File: config.mk
export PLATFORM = sky130hd
export DESIGN_NAME = memshare_alloc_seq_issuer
export DESIGN_NICKNAME = d
export VERILOG_FILES = /design/src/rtl/memshare_alloc_seq_issuer.sv
export SDC_FILE = /design/constraint.sdc
export NUM_CORES = 1
export LEC_CHECK = 0
export ABC_AREA = 1
export CAP_MARGIN = 10
export CORE_ASPECT_RATIO = 0.9
export CORE_MARGIN = 2
export CORE_UTILIZATION = 50
export CTS_CLUSTER_DIAMETER = 100
export DETAILED_ROUTE_END_ITERATION = 16
export PLACE_DENSITY = 0.72
export SETUP_SLACK_MARGIN = 0.2
export SLEW_MARGIN = 10
export SYNTH_ARGS = -nofsm -noshare
export SYNTH_HDL_FRONTEND = slang
export SYNTH_SLANG_ARGS = --single-unit
File: constraint.sdc
create_clock -name sys_clk -period 3.3 [get_ports sys_clk]
set_clock_uncertainty 0.15 [all_clocks]
set_input_delay 0.99 -clock sys_clk [delete_from_list [all_inputs] [get_ports sys_clk]]
set_output_delay 0.99 -clock sys_clk [all_outputs]
set_load 0.05 [all_outputs]
File: src/rtl/memshare_alloc_seq_issuer.sv
// memshare_alloc_seq_issuer
// Buffers tracked request patterns from the arrival-requestor profiler and
// replays each one downstream as 1..MAX_SEQ allocation-sequence beats over a
// valid/ready handshake. Illegal and overflowing pushes are dropped and
// recorded in sticky error flags.
module memshare_alloc_seq_issuer #(
  parameter int RQST_NUM    = 5,
  parameter int TRACK_DEPTH = 4,
  parameter int MAX_SEQ     = 2,
  parameter int DRC_NUM     = 3
) (
  input  logic                sys_clk,
  input  logic                rst,
  input  logic                prof_wr_en,
  input  logic [RQST_NUM-1:0] prof_rqst_pattern,
  input  logic [1:0]          prof_drc,
  input  logic [1:0]          prof_seq_num,
  output logic                prof_full,
  output logic                alloc_valid,
  input  logic                alloc_ready,
  output logic [RQST_NUM-1:0] alloc_pattern,
  output logic [1:0]          alloc_drc,
  output logic                alloc_seq_id,
  output logic                alloc_last,
  output logic [2:0]          track_cnt,
  output logic                ovf_err,
  output logic                drc_err
);

  localparam int         PTR_W   = (TRACK_DEPTH > 1) ? $clog2(TRACK_DEPTH) : 1;
  localparam logic [2:0] DEPTH_C = 3'(TRACK_DEPTH);
  localparam logic [2:0] DRC_LIM = 3'(DRC_NUM);
  localparam logic [2:0] SEQ_LIM = 3'(MAX_SEQ);

  typedef enum logic {
    IDLE  = 1'b0,
    ISSUE = 1'b1
  } state_t;

  // Circular pointer advance that also works for non-power-of-two depths.
  function automatic logic [PTR_W-1:0] next_ptr(input logic [PTR_W-1:0] p);
    return (p == PTR_W'(TRACK_DEPTH - 1)) ? '0 : p + 1'b1;
  endfunction

  state_t              state_q, state_d;

  logic [RQST_NUM-1:0] pat_mem_q [TRACK_DEPTH];
  logic [RQST_NUM-1:0] pat_mem_d [TRACK_DEPTH];
  logic [1:0]          drc_mem_q [TRACK_DEPTH];
  logic [1:0]          drc_mem_d [TRACK_DEPTH];
  logic [1:0]          seq_mem_q [TRACK_DEPTH];
  logic [1:0]          seq_mem_d [TRACK_DEPTH];

  logic [PTR_W-1:0]    rd_ptr_q, rd_ptr_d;
  logic [PTR_W-1:0]    wr_ptr_q, wr_ptr_d;
  logic [2:0]          cnt_q, cnt_d;

  // Output stage: the entry currently being replayed.
  logic [RQST_NUM-1:0] out_pat_q, out_pat_d;
  logic [1:0]          out_drc_q, out_drc_d;
  logic [1:0]          out_seq_num_q, out_seq_num_d;
  logic                seq_cnt_q, seq_cnt_d;

  logic                ovf_err_q, ovf_err_d;
  logic                drc_err_q, drc_err_d;

  logic                entry_legal;
  logic                buf_full;
  logic                push;
  logic                pop;
  logic                beat_last;

  // Push qualification: legality is judged before fullness so an illegal
  // push at full is reported only as a DRC error.
  always_comb begin
    entry_legal = ({1'b0, prof_drc} < DRC_LIM) &&
                  (prof_seq_num != 2'd0) &&
                  ({1'b0, prof_seq_num} <= SEQ_LIM);
    buf_full    = (cnt_q == DEPTH_C);
    push        = prof_wr_en && entry_legal && !buf_full;
    beat_last   = ({1'b0, seq_cnt_q} == (out_seq_num_q - 2'd1));
  end

  // FSM next state and output-stage load; the next entry is popped on the
  // same edge as the last beat's handshake so entries issue without bubbles.
  always_comb begin
    state_d       = state_q;
    pop           = 1'b0;
    out_pat_d     = out_pat_q;
    out_drc_d     = out_drc_q;
    out_seq_num_d = out_seq_num_q;
    seq_cnt_d     = seq_cnt_q;

    case (state_q)
      IDLE: begin
        if (cnt_q != 3'd0) begin
          pop     = 1'b1;
          state_d = ISSUE;
        end
      end
      ISSUE: begin
        if (alloc_ready) begin
          if (!beat_last) begin
            seq_cnt_d = seq_cnt_q + 1'b1;
          end else if (cnt_q != 3'd0) begin
            pop = 1'b1;
          end else begin
            state_d = IDLE;
          end
        end
      end
      default: state_d = IDLE;
    endcase

    if (pop) begin
      out_pat_d     = pat_mem_q[rd_ptr_q];
      out_drc_d     = drc_mem_q[rd_ptr_q];
      out_seq_num_d = seq_mem_q[rd_ptr_q];
      seq_cnt_d     = 1'b0;
    end
  end

  // Circular buffer write, pointer advance and occupancy count.
  always_comb begin
    pat_mem_d = pat_mem_q;
    drc_mem_d = drc_mem_q;
    seq_mem_d = seq_mem_q;
    wr_ptr_d  = wr_ptr_q;
    rd_ptr_d  = rd_ptr_q;
    cnt_d     = cnt_q + {2'b00, push} - {2'b00, pop};

    if (push) begin
      pat_mem_d[wr_ptr_q] = prof_rqst_pattern;
      drc_mem_d[wr_ptr_q] = prof_drc;
      seq_mem_d[wr_ptr_q] = prof_seq_num;
      wr_ptr_d            = next_ptr(wr_ptr_q);
    end
    if (pop) begin
      rd_ptr_d = next_ptr(rd_ptr_q);
    end
  end

  // Sticky error flags, cleared only by reset.
  always_comb begin
    ovf_err_d = ovf_err_q | (prof_wr_en & entry_legal & buf_full);
    drc_err_d = drc_err_q | (prof_wr_en & ~entry_legal);
  end

  // State registers; reset flushes the buffer and zeroes every output.
  always_ff @(posedge sys_clk or posedge rst) begin
    if (rst) begin
      state_q       <= IDLE;
      rd_ptr_q      <= '0;
      wr_ptr_q      <= '0;
      cnt_q         <= '0;
      out_pat_q     <= '0;
      out_drc_q     <= '0;
      out_seq_num_q <= '0;
      seq_cnt_q     <= 1'b0;
      ovf_err_q     <= 1'b0;
      drc_err_q     <= 1'b0;
      for (int i = 0; i < TRACK_DEPTH; i++) begin
        pat_mem_q[i] <= '0;
        drc_mem_q[i] <= '0;
        seq_mem_q[i] <= '0;
      end
    end else begin
      state_q       <= state_d;
      rd_ptr_q      <= rd_ptr_d;
      wr_ptr_q      <= wr_ptr_d;
      cnt_q         <= cnt_d;
      out_pat_q     <= out_pat_d;
      out_drc_q     <= out_drc_d;
      out_seq_num_q <= out_seq_num_d;
      seq_cnt_q     <= seq_cnt_d;
      ovf_err_q     <= ovf_err_d;
      drc_err_q     <= drc_err_d;
      pat_mem_q     <= pat_mem_d;
      drc_mem_q     <= drc_mem_d;
      seq_mem_q     <= seq_mem_d;
    end
  end

  // Output mapping.
  always_comb begin
    alloc_valid   = (state_q == ISSUE);
    alloc_pattern = out_pat_q;
    alloc_drc     = out_drc_q;
    alloc_seq_id  = seq_cnt_q;
    alloc_last    = (state_q == ISSUE) && beat_last;
    prof_full     = buf_full;
    track_cnt     = cnt_q;
    ovf_err       = ovf_err_q;
    drc_err       = drc_err_q;
  end

endmodule
-- Word-level counts from Yosys, hierarchy flattened
Cells that the tools add are included.
- output and inout bits: 16
- word-level logic and storage cells: 88
- register bits: 56
- equality and inequality tests: 5
- bitwise operators: 9
- mux-type cells: 29
- add/subtract/negate cells: 6
- magnitude comparators: 5
- reductions and logical operators: 12
- operator list (cell ; number):
    bitwise mux 20 bit ; 1
    bitwise mux 8 bit ; 2
    2-to-1 mux 5 bit ; 3
    2-to-1 mux 2 bit ; 7
    binary-select mux 5 bit (select 2 bit) ; 1
    demux 5 bit (select 2 bit) ; 1
    2-to-1 mux 1 bit ; 9
    binary-select mux 2 bit (select 2 bit) ; 2
    greater-or-equal comparator 3 bit (second input constant) ; 2
    logical AND 1 bit ; 6
    inverter 2 -> 3 bit ; 2
    nonzero test 2 bit ; 3
    adder 2 x 1 -> 2 bit (second input constant) ; 2
    demux 2 bit (select 2 bit) ; 1
    equality test 2 bit (second input constant) ; 2
    one-hot mux 1 bit (2 select lines) ; 2
    adder 3 x 1 -> 3 bit ; 1
    bitwise AND 1 bit ; 3
    equality test 3 bit (second input constant) ; 1
    < comparator 3 x 1 -> 1 bit (second input constant) ; 1
    AND reduction 3 bit ; 1
    nonzero test 3 bit ; 1
    subtractor 3 x 1 -> 3 bit ; 1
    equality test 1 x 2 -> 1 bit ; 1
    other kinds (8) ; 10

-- Longest topological paths before layout
Gate-level depths: netlist of run 1.
- word-level depth: 7
- mapped depth: 14
- depth with buffers taken out: 14

-- Worst setup path after synthesis of run 1
OpenSTA, ideal clock, no wires.
- kind: flip-flop to flip-flop
- start: register cnt_q[1] (netlist: track_cnt[1])
- end: register cnt_q[2] (netlist: track_cnt[2])
- required time: 3.021 ns
- clock period less this slack: 2.901 ns
- buffers on the path: 1
- stages on the path, launching flop included: 12
- arrival time: 2.622 ns
- slack: 0.399 ns
- cell sequence: dfrtp_1 -> inv_1 -> nand3_1 -> buf_2 -> nand2_1 -> ha_1 -> inv_1 -> ha_1 -> inv_1 -> fa_1 -> xnor2_1 -> xor2_1
- longest elaborated chain between the ends: 6
- RTL lines (element ; RTL line ; RTL):
    from (decl) ; 56 ; logic [2:0] cnt_q, cnt_d;
    from (signal assigned) ; 171 ; cnt_q <= cnt_d;
    branches (longest 5 deep; another with adder 3 x 1 -> 3 bit) ; -- ;
    subtractor 3 x 1 -> 3 bit (*) ; 130 ; cnt_d = cnt_q + {2'b00, push} - {2'b00, pop};
    named net cnt_d[2] ; 56 ;
Mark *: on every way through the listed nets, which the timed path passes.
A chain may end at the register's enable or synchronous reset.

-- Final worst setup path of run 1
- start: input port prof_drc[1]
- end: register cnt_q[2] (netlist: track_cnt[2])
- longest elaborated chain between the ends: 7
- RTL lines (element ; RTL line ; RTL):
    from (decl) ; 16 ; input logic [1:0] prof_drc,
    < comparator 2 bit ; 76 ; entry_legal = ({1'b0, prof_drc} < DRC_LIM) &&
    logical AND 1 bit ; 76 ;
    logical AND 1 bit ; 77 ; (prof_seq_num != 2'd0) &&
    logical AND 1 bit (2 in series) ; 80 ; push = prof_wr_en && entry_legal && !buf_full;
    adder 3 x 1 -> 3 bit ; 130 ;
    subtractor 3 x 1 -> 3 bit ; 130 ;
    named net cnt_d[2] ; 56 ;
The timed path passes the listed nets, and every way through them passes these cells.

==> results.yml, run 1 <==
outcome:
  outcome: "complete, no violations"
clock_tree:
  cts_root_buffer: "clkbuf_8"
  cts_buffers: 5
  cts_tree: "done"
  cts_hold_buf: 0
  cts_buffer_depth: 2
  cts_sinks: 56
  htree_levels: 2
  clkTransAtPathRegs_ns: 0.10
  insertion_delay_ns: 0.31
die:
  ios: 29
  die_y_um: 75.2
  initial_core_util_pct: 52.6
  core_um2: 5350
  die_x_um: 83.1
  die_area_um2: 6240
  num_rows: 25
critical_path:
  arrival_ns: 3.07
  required_ns: 3.38
  critPathKind: "in -> reg"
  start_kind: "input port"
  cp-startpoint: "prof_drc[1]"
  critPathMaxFanout: 2
  r2r_start: "track_cnt[1]"
  worstSetupEndpointType: "flip-flop"
  r2r_cells: 11
placement:
  port_buffers: 28
  place_area_um2: 3210
  place_congestion: 0.787
  place_hpwl_um: 4320
drt:
  drt_first_pass_iters: 4
  vias_per_cell: 5.45
  antenna_left: 0
  drc_errors: 0
  drt_iter0_markers: 203
  drt-wirelength-per-cell_um: 14.6
  vias: 2402
  wirelength_um: 6450
sta:
  tightest_slew_ns: 0.562
  setup_viol: 0
  finalHoldViolations: 0
  slew_violations: 0
  min_period_ns: 3.00
  clock.fmax_mhz: 333
  fin_crit_sh_pct: 90.9
  grt_setup_unrepaired: "false"
  max_slew_margin_pct: 62.3
  hold_slack_ns: 0.317
yosys:
  syn_avg_cell_area_um2: 8.18
  netlist_area_um2: 2810
  synth_top_area_share_pct: 49.8
  yosysSeqAreaShare_pct: 49.8
  synth_top_cell_by_area: "dfrtp_1"
  yosysWarnings: 0
  synth_fp_nets: 365
  synthDistinctLibCells: 25
  synthTopCellsByArea: "dfrtp_1 50%, nand2_1 17%, nand4_1 8.2%"
  synthesis.instances: 344
  synth-seq-cells: 56
power:
  power_density_nw_per_um2: 983
  ir_worst_vdd_mv: 0.530
  p_leak_nw: 1.73
global_route:
  antenna_found_initial: 0
  grt_pass1_vias: 2325
  grtUsageTotal_pct: 22.3
  grt.overflow.total: 0
  grt_max_degree: 43
  grt_pass1_wl_um: 11100
cells_and_area:
  antennaDiodeCount: 0
  syn2layout_area_growth_pct: 18.9
  fin_area_um2: 3340
  layout.nets: 394
  layout-drive-gt1-share_pct: 9.09
worst_hold_path:
  hp-class: "reg -> reg"
  hold_path_depth: 1
  hold_start: "drc_err"
job:
  maxCapViolations: 0
## worst max-delay path, cell delays in order
cell and delay [ns]:
clkdlybuf4s50_1 0.43, nand2_1 0.09, nand3_2 0.11, nor2_4 0.15, nand2_4 0.08, ha_4 0.24
inv_1 0.05, ha_1 0.13, inv_1 0.05, fa_1 0.37, xnor2_1 0.19, xor2_1 0.21
## cells by family after synthesis
| group | synth area share [%] |
|---|---|
| compound gates | 4.89 |
| xor+xnor | 0.623 |
| fa+ha+maj | 3.82 |
| buf+inv | 6.94 |
| flops | 49.8 |
| simple gates | 33.9 |
## per-layer routing
| layer | wire length (um) | part of all wire [%] | global-route usage [%] | up-vias |
|---|---|---|---|---|
| met5 | 0 | 0 | 0 | - |
| met2 | 3030 | 47 | 38.2 | 73 |
| met1 | 2940 | 46 | 29.7 | 1139 |
| met4 | 59 | 0.92 | 7.10 | 0 |
| li1 | - | - | - | 1185 |
| met3 | 418 | 6.5 | 3.51 | 5 |
## cell usage after synthesis
cell,instances
a21o_1,2
and3_1,1
buf_2,6
buf_6,1
clkbuf_1,12
clkinv_1,1
dfrtp_1,56
fa_1,1
ha_1,7
inv_1,27
inv_2,1
nand2_1,126
nand2_2,1
nand3_1,16
nand3_2,3
nand3_4,2
nand4_1,37
nor2_1,20
nor2_4,1
o211ai_1,9
o21ai_0,10
o21ai_1,1
or2_2,1
xnor2_1,1
xor2_1,1
## worst paths after layout
kind	end	slack, ns
max in group asynchronous	drc_mem_q[4]	1.55
setup reg to reg	track_cnt[2]	0.66
setup / recovery	track_cnt[2]	0.30
hold reg to reg	drc_err	0.32
hold / removal	drc_err	0.32
min in group asynchronous	alloc_seq_id	0.88
## power breakdown
group | internal (mW) | switching (mW)
clock | 0.225 | 0.227
combinational | 0.554 | 1.10
sequential | 0.997 | 0.184
## stage by stage
| step | utilization (%) | total power [mW] | worst slack [ns] | TNS [ns] | std cells |
|---|---|---|---|---|---|
| 2_1_floorplan | - | 2.33 | 0.399 | 0 | 344 |
| 3_3_place_gp | 60.0 | 2.78 | -0.0462 | -0.0462 | 433 |
| 3_5_place_dp | 60.0 | 2.84 | -0.156 | -0.156 | 433 |
| 4_1_cts | 62.2 | 3.29 | 0.208 | 0 | 441 |
| 5_1_grt | 62.5 | 3.54 | 0.200 | 0 | 441 |
| 6_report | 62.5 | 3.29 | 0.301 | 0 | 441 |
## state kept, by name (all words and copies together) (netlist names)
name / cells
drc_err: 1
rd_ptr_q: 2
ovf_err: 1
alloc_drc: 2
alloc_seq_id: 1
out_seq_num_q: 2
wr_ptr_q: 2
seq_mem_q: 8
pat_mem_q: 20
alloc_valid: 1
drc_mem_q: 8
track_cnt: 3
alloc_pattern: 5
## layout make-up
class                   count  area, um^2
well taps                  67        83.8
flip-flops and latches     56        1400
repair buffers             41         402
fillers                   492        2000
multi-input cells         240        1240
inverters                  29         109
clock buffers               5        68.8
clock inverters             3        42.5
## cell usage in the layout (no fill, tap or decap), types with 2 or more instances in the layout
master           instances
nand2_1                125
dfrtp_1                 56
nand4_1                 37
inv_1                   26
clkdlybuf4s50_1         25
nor2_1                  20
nand3_1                 16
buf_4                   12
o21ai_0                 10
o211ai_1                 9
ha_1                     6
clkbuf_8                 5
nand3_2                  3
inv_2                    2
nand3_4                  2
a21o_1                   2
buf_12                   2
## timing repair
| item | in CTS | in global routing |
|---|---|---|
| resized for setup | 2 | 3 |
| pin swaps | 2 | 3 |
| buffers inserted | 0 | 0 |
| endpoints found under the setup margin | 1 | 1 |
Power figures use the tool's default switching activity.
==> inputs of run 2 (changes only) <==
--- a/config.mk
+++ b/config.mk
@@ -7,12 +7,13 @@
 export LEC_CHECK = 0
 export ABC_AREA = 1
 export CAP_MARGIN = 10
-export CORE_ASPECT_RATIO = 0.9
+export CORE_ASPECT_RATIO = 1.25
 export CORE_MARGIN = 2
 export CORE_UTILIZATION = 50
 export CTS_CLUSTER_DIAMETER = 100
 export DETAILED_ROUTE_END_ITERATION = 16
 export PLACE_DENSITY = 0.72
+export RECOVER_POWER = 100
 export SETUP_SLACK_MARGIN = 0.2
 export SLEW_MARGIN = 10
 export SYNTH_ARGS = -nofsm -noshare
==> run 2 against run 1 <==
Compared with the run above:
- via count unchanged
- combinational power decreased by 8%
- final area decreased by 3.2%
- maximum frequency decreased by 1.3%
- power decreased by 5.2%
- global-route usage decreased by 0.36 points
- sequential power about the same
==> results.yml, run 2 (same netlist as run 1, synthesis figures left out) <==
power:
  p_leak_nw: 1.72
  power_density_nw_per_um2: 963
  ir_worst_vdd_mv: 0.424
  intPower_mw: 1.67
  power.share.sequential_pct: 38.3
  switching_share_pct: 46.6
  pwr-share-comb_pct: 48.7
  p_switching_mw: 1.45
  power.total_mw: 3.12
  clkPwrFrac_pct: 12.9
clock_tree:
  cts_buffer_depth: 2
  cts_tree: "done"
  cts_sinks: 56
  cts_root_buffer: "clkbuf_8"
  cts_hold_buf: 0
  cts_buffers: 5
  htree_levels: 2
  insertion_delay_ns: 0.32
  clkTransAtPathRegs_ns: 0.10
critical_path:
  arrival_ns: 3.10
  critPathSlowestCell: "clkdlybuf4s50_1"
  required_ns: 3.36
  r2r_start: "track_cnt[1]"
  cp.depth: 12
  max_stage_delay_ns: 0.41
  cp_top_family: "adder cells"
  start_kind: "input port"
  worstSetupEndpointType: "flip-flop"
  cp-startpoint: "prof_drc[0]"
  path_buf_inv: 3
  critPathKind: "in -> reg"
  critPathMaxFanout: 2
  crit_chain: "clkdlybuf4s50_1 > nand2_1 > nand3_1 > nor2_1 > nand2_2 > ha_1 > inv_1 > ha_1 > inv_1 > fa_2 > xnor2_2 > xor2_1"
  r2r_cells: 11
global_route:
  grt.overflow.total: 0
  grt_pass1_vias: 2267
  grt_pass1_wl_um: 10800
  grtUsageTotal_pct: 21.9
  antenna_found_initial: 0
  grt_max_degree: 43
sta:
  tightest_slew_ns: 0.894
  finalHoldViolations: 0
  grt_setup_unrepaired: "false"
  fin_crit_sh_pct: 92.1
  slew_violations: 0
  setup_tns_ns: 0
  setup_viol: 0
  clock.fmax_mhz: 329
  max_slew_margin_pct: 40.3
  min_period_ns: 3.04
outcome:
  outcome: "complete, no violations"
cells_and_area:
  final_common_cell: "nand2_1"
  fillerInstances: 520
  layout.nets: 395
  regMostFlops: "pat_mem_q"
  syn2layout_area_growth_pct: 15.0
  layout-drive-gt1-share_pct: 6.93
  largest_register_ffs: 20
  layout_common_cells: "125 x nand2_1, 56 x dfrtp_1, 37 x nand4_1"
  layoutNonFillerInstCount: 439
  antennaDiodeCount: 0
  top_regs: "pat_mem_q x20, drc_mem_q x8, seq_mem_q x8"
drt:
  drt_first_pass_iters: 4
  drt-wirelength-per-cell_um: 13.8
  drc_errors: 0
  vias_per_cell: 5.47
  drt_iter0_markers: 137
  vias: 2402
  wirelength_um: 6050
  antenna_left: 0
die:
  num_rows: 30
  core_um2: 5440
  die_x_um: 71.1
  die_area_um2: 6250
  initial_core_util_pct: 51.7
  die_y_um: 87.9
  ios: 29
placement:
  placed_cells: 430
  port_buffers: 28
  place_hpwl_um: 4280
  place_congestion: 0.766
job:
  maxCapViolations: 0
worst_hold_path:
  hp-class: "reg -> reg"
  hold_start: "drc_err"
  hold_path_depth: 1
[run 2: final cells by class]
type	count	area (um^2)	area share, %
clock buffer	6	82.6	2.55
timing repair buffer	42	368	11.4
multi-input combinational	240	1180	36.5
sequential	56	1400	43.3
tap	64	80.1	2.47
clock inverter	2	13.8	0.425
inverter	29	109	3.36
[run 2: path summary, 6_finish.rpt]
path,end,slack (ns)
max,track_cnt[2],0.26
min,drc_err,0.31
max reg2reg,track_cnt[2],0.72
min reg2reg,drc_err,0.31
max in group asynchronous,pat_mem_q[19],0.60
min in group asynchronous,track_cnt[1],1.14
[run 2: worst reg2reg max path: stages (launching register included)]
cell     delay (ns)
dfrtp_1        0.43
inv_1          0.14
nand3_1        0.32
nand2_1        0.20
inv_1          0.07
ha_1           0.26
inv_1          0.05
ha_1           0.13
inv_1          0.05
fa_2           0.37
xnor2_2        0.15
xor2_1         0.15
[run 2: what timing repair did]
item	4_1_cts	5_1_grt
gates resized for setup	0	6
setup endpoints to repair	0	2
setup buffers	0	1
[run 2: metal layers]
| layer | GRT usage (%) | up-vias | wire length, um | share of wire, % |
|---|---|---|---|---|
| met5 | 0 | - | 0 | 0 |
| met4 | 9.95 | 0 | 122 | 2.0 |
| met3 | 4.14 | 10 | 341 | 5.6 |
| met2 | 36.4 | 69 | 3040 | 50 |
| met1 | 27.9 | 1140 | 2550 | 42 |
| li1 | - | 1183 | - | - |
[run 2: through the flow]
step	hold WS [ns]	util, %	setup slack (ns)	instance area (um^2)
final	0.311	59.5	0.261	3240
after global routing	0.336	59.5	0.119	3240
after CTS	0.323	60.5	0.274	3290
after detailed placement	0.297	58.7	-0.0593	3200
after global placement	0.299	58.7	-0.0259	3200
after floorplan	0.287	-	0.399	2810
[run 2: power by group through the flow]
stage	registers, mW	clock network [mW]	logic [mW]
5_1_grt	1.24	0.436	1.73
6_report	1.19	0.403	1.52
2_1_floorplan	1.39	0	0.942
3_3_place_gp	1.19	0	1.56
4_1_cts	1.19	0.411	1.59
3_5_place_dp	1.21	0	1.59
==> inputs of run 3 (changes only) <==
--- a/config.mk
+++ b/config.mk
@@ -15,7 +15,7 @@
 export PLACE_DENSITY = 0.72
 export RECOVER_POWER = 100
 export SETUP_SLACK_MARGIN = 0.2
-export SLEW_MARGIN = 10
+export SLEW_MARGIN = 5
 export SYNTH_ARGS = -nofsm -noshare
 export SYNTH_HDL_FRONTEND = slang
 export SYNTH_SLANG_ARGS = --single-unit
==> results of run 3 <==
The final DEF is identical to that of run 2; final timing and power are the same.
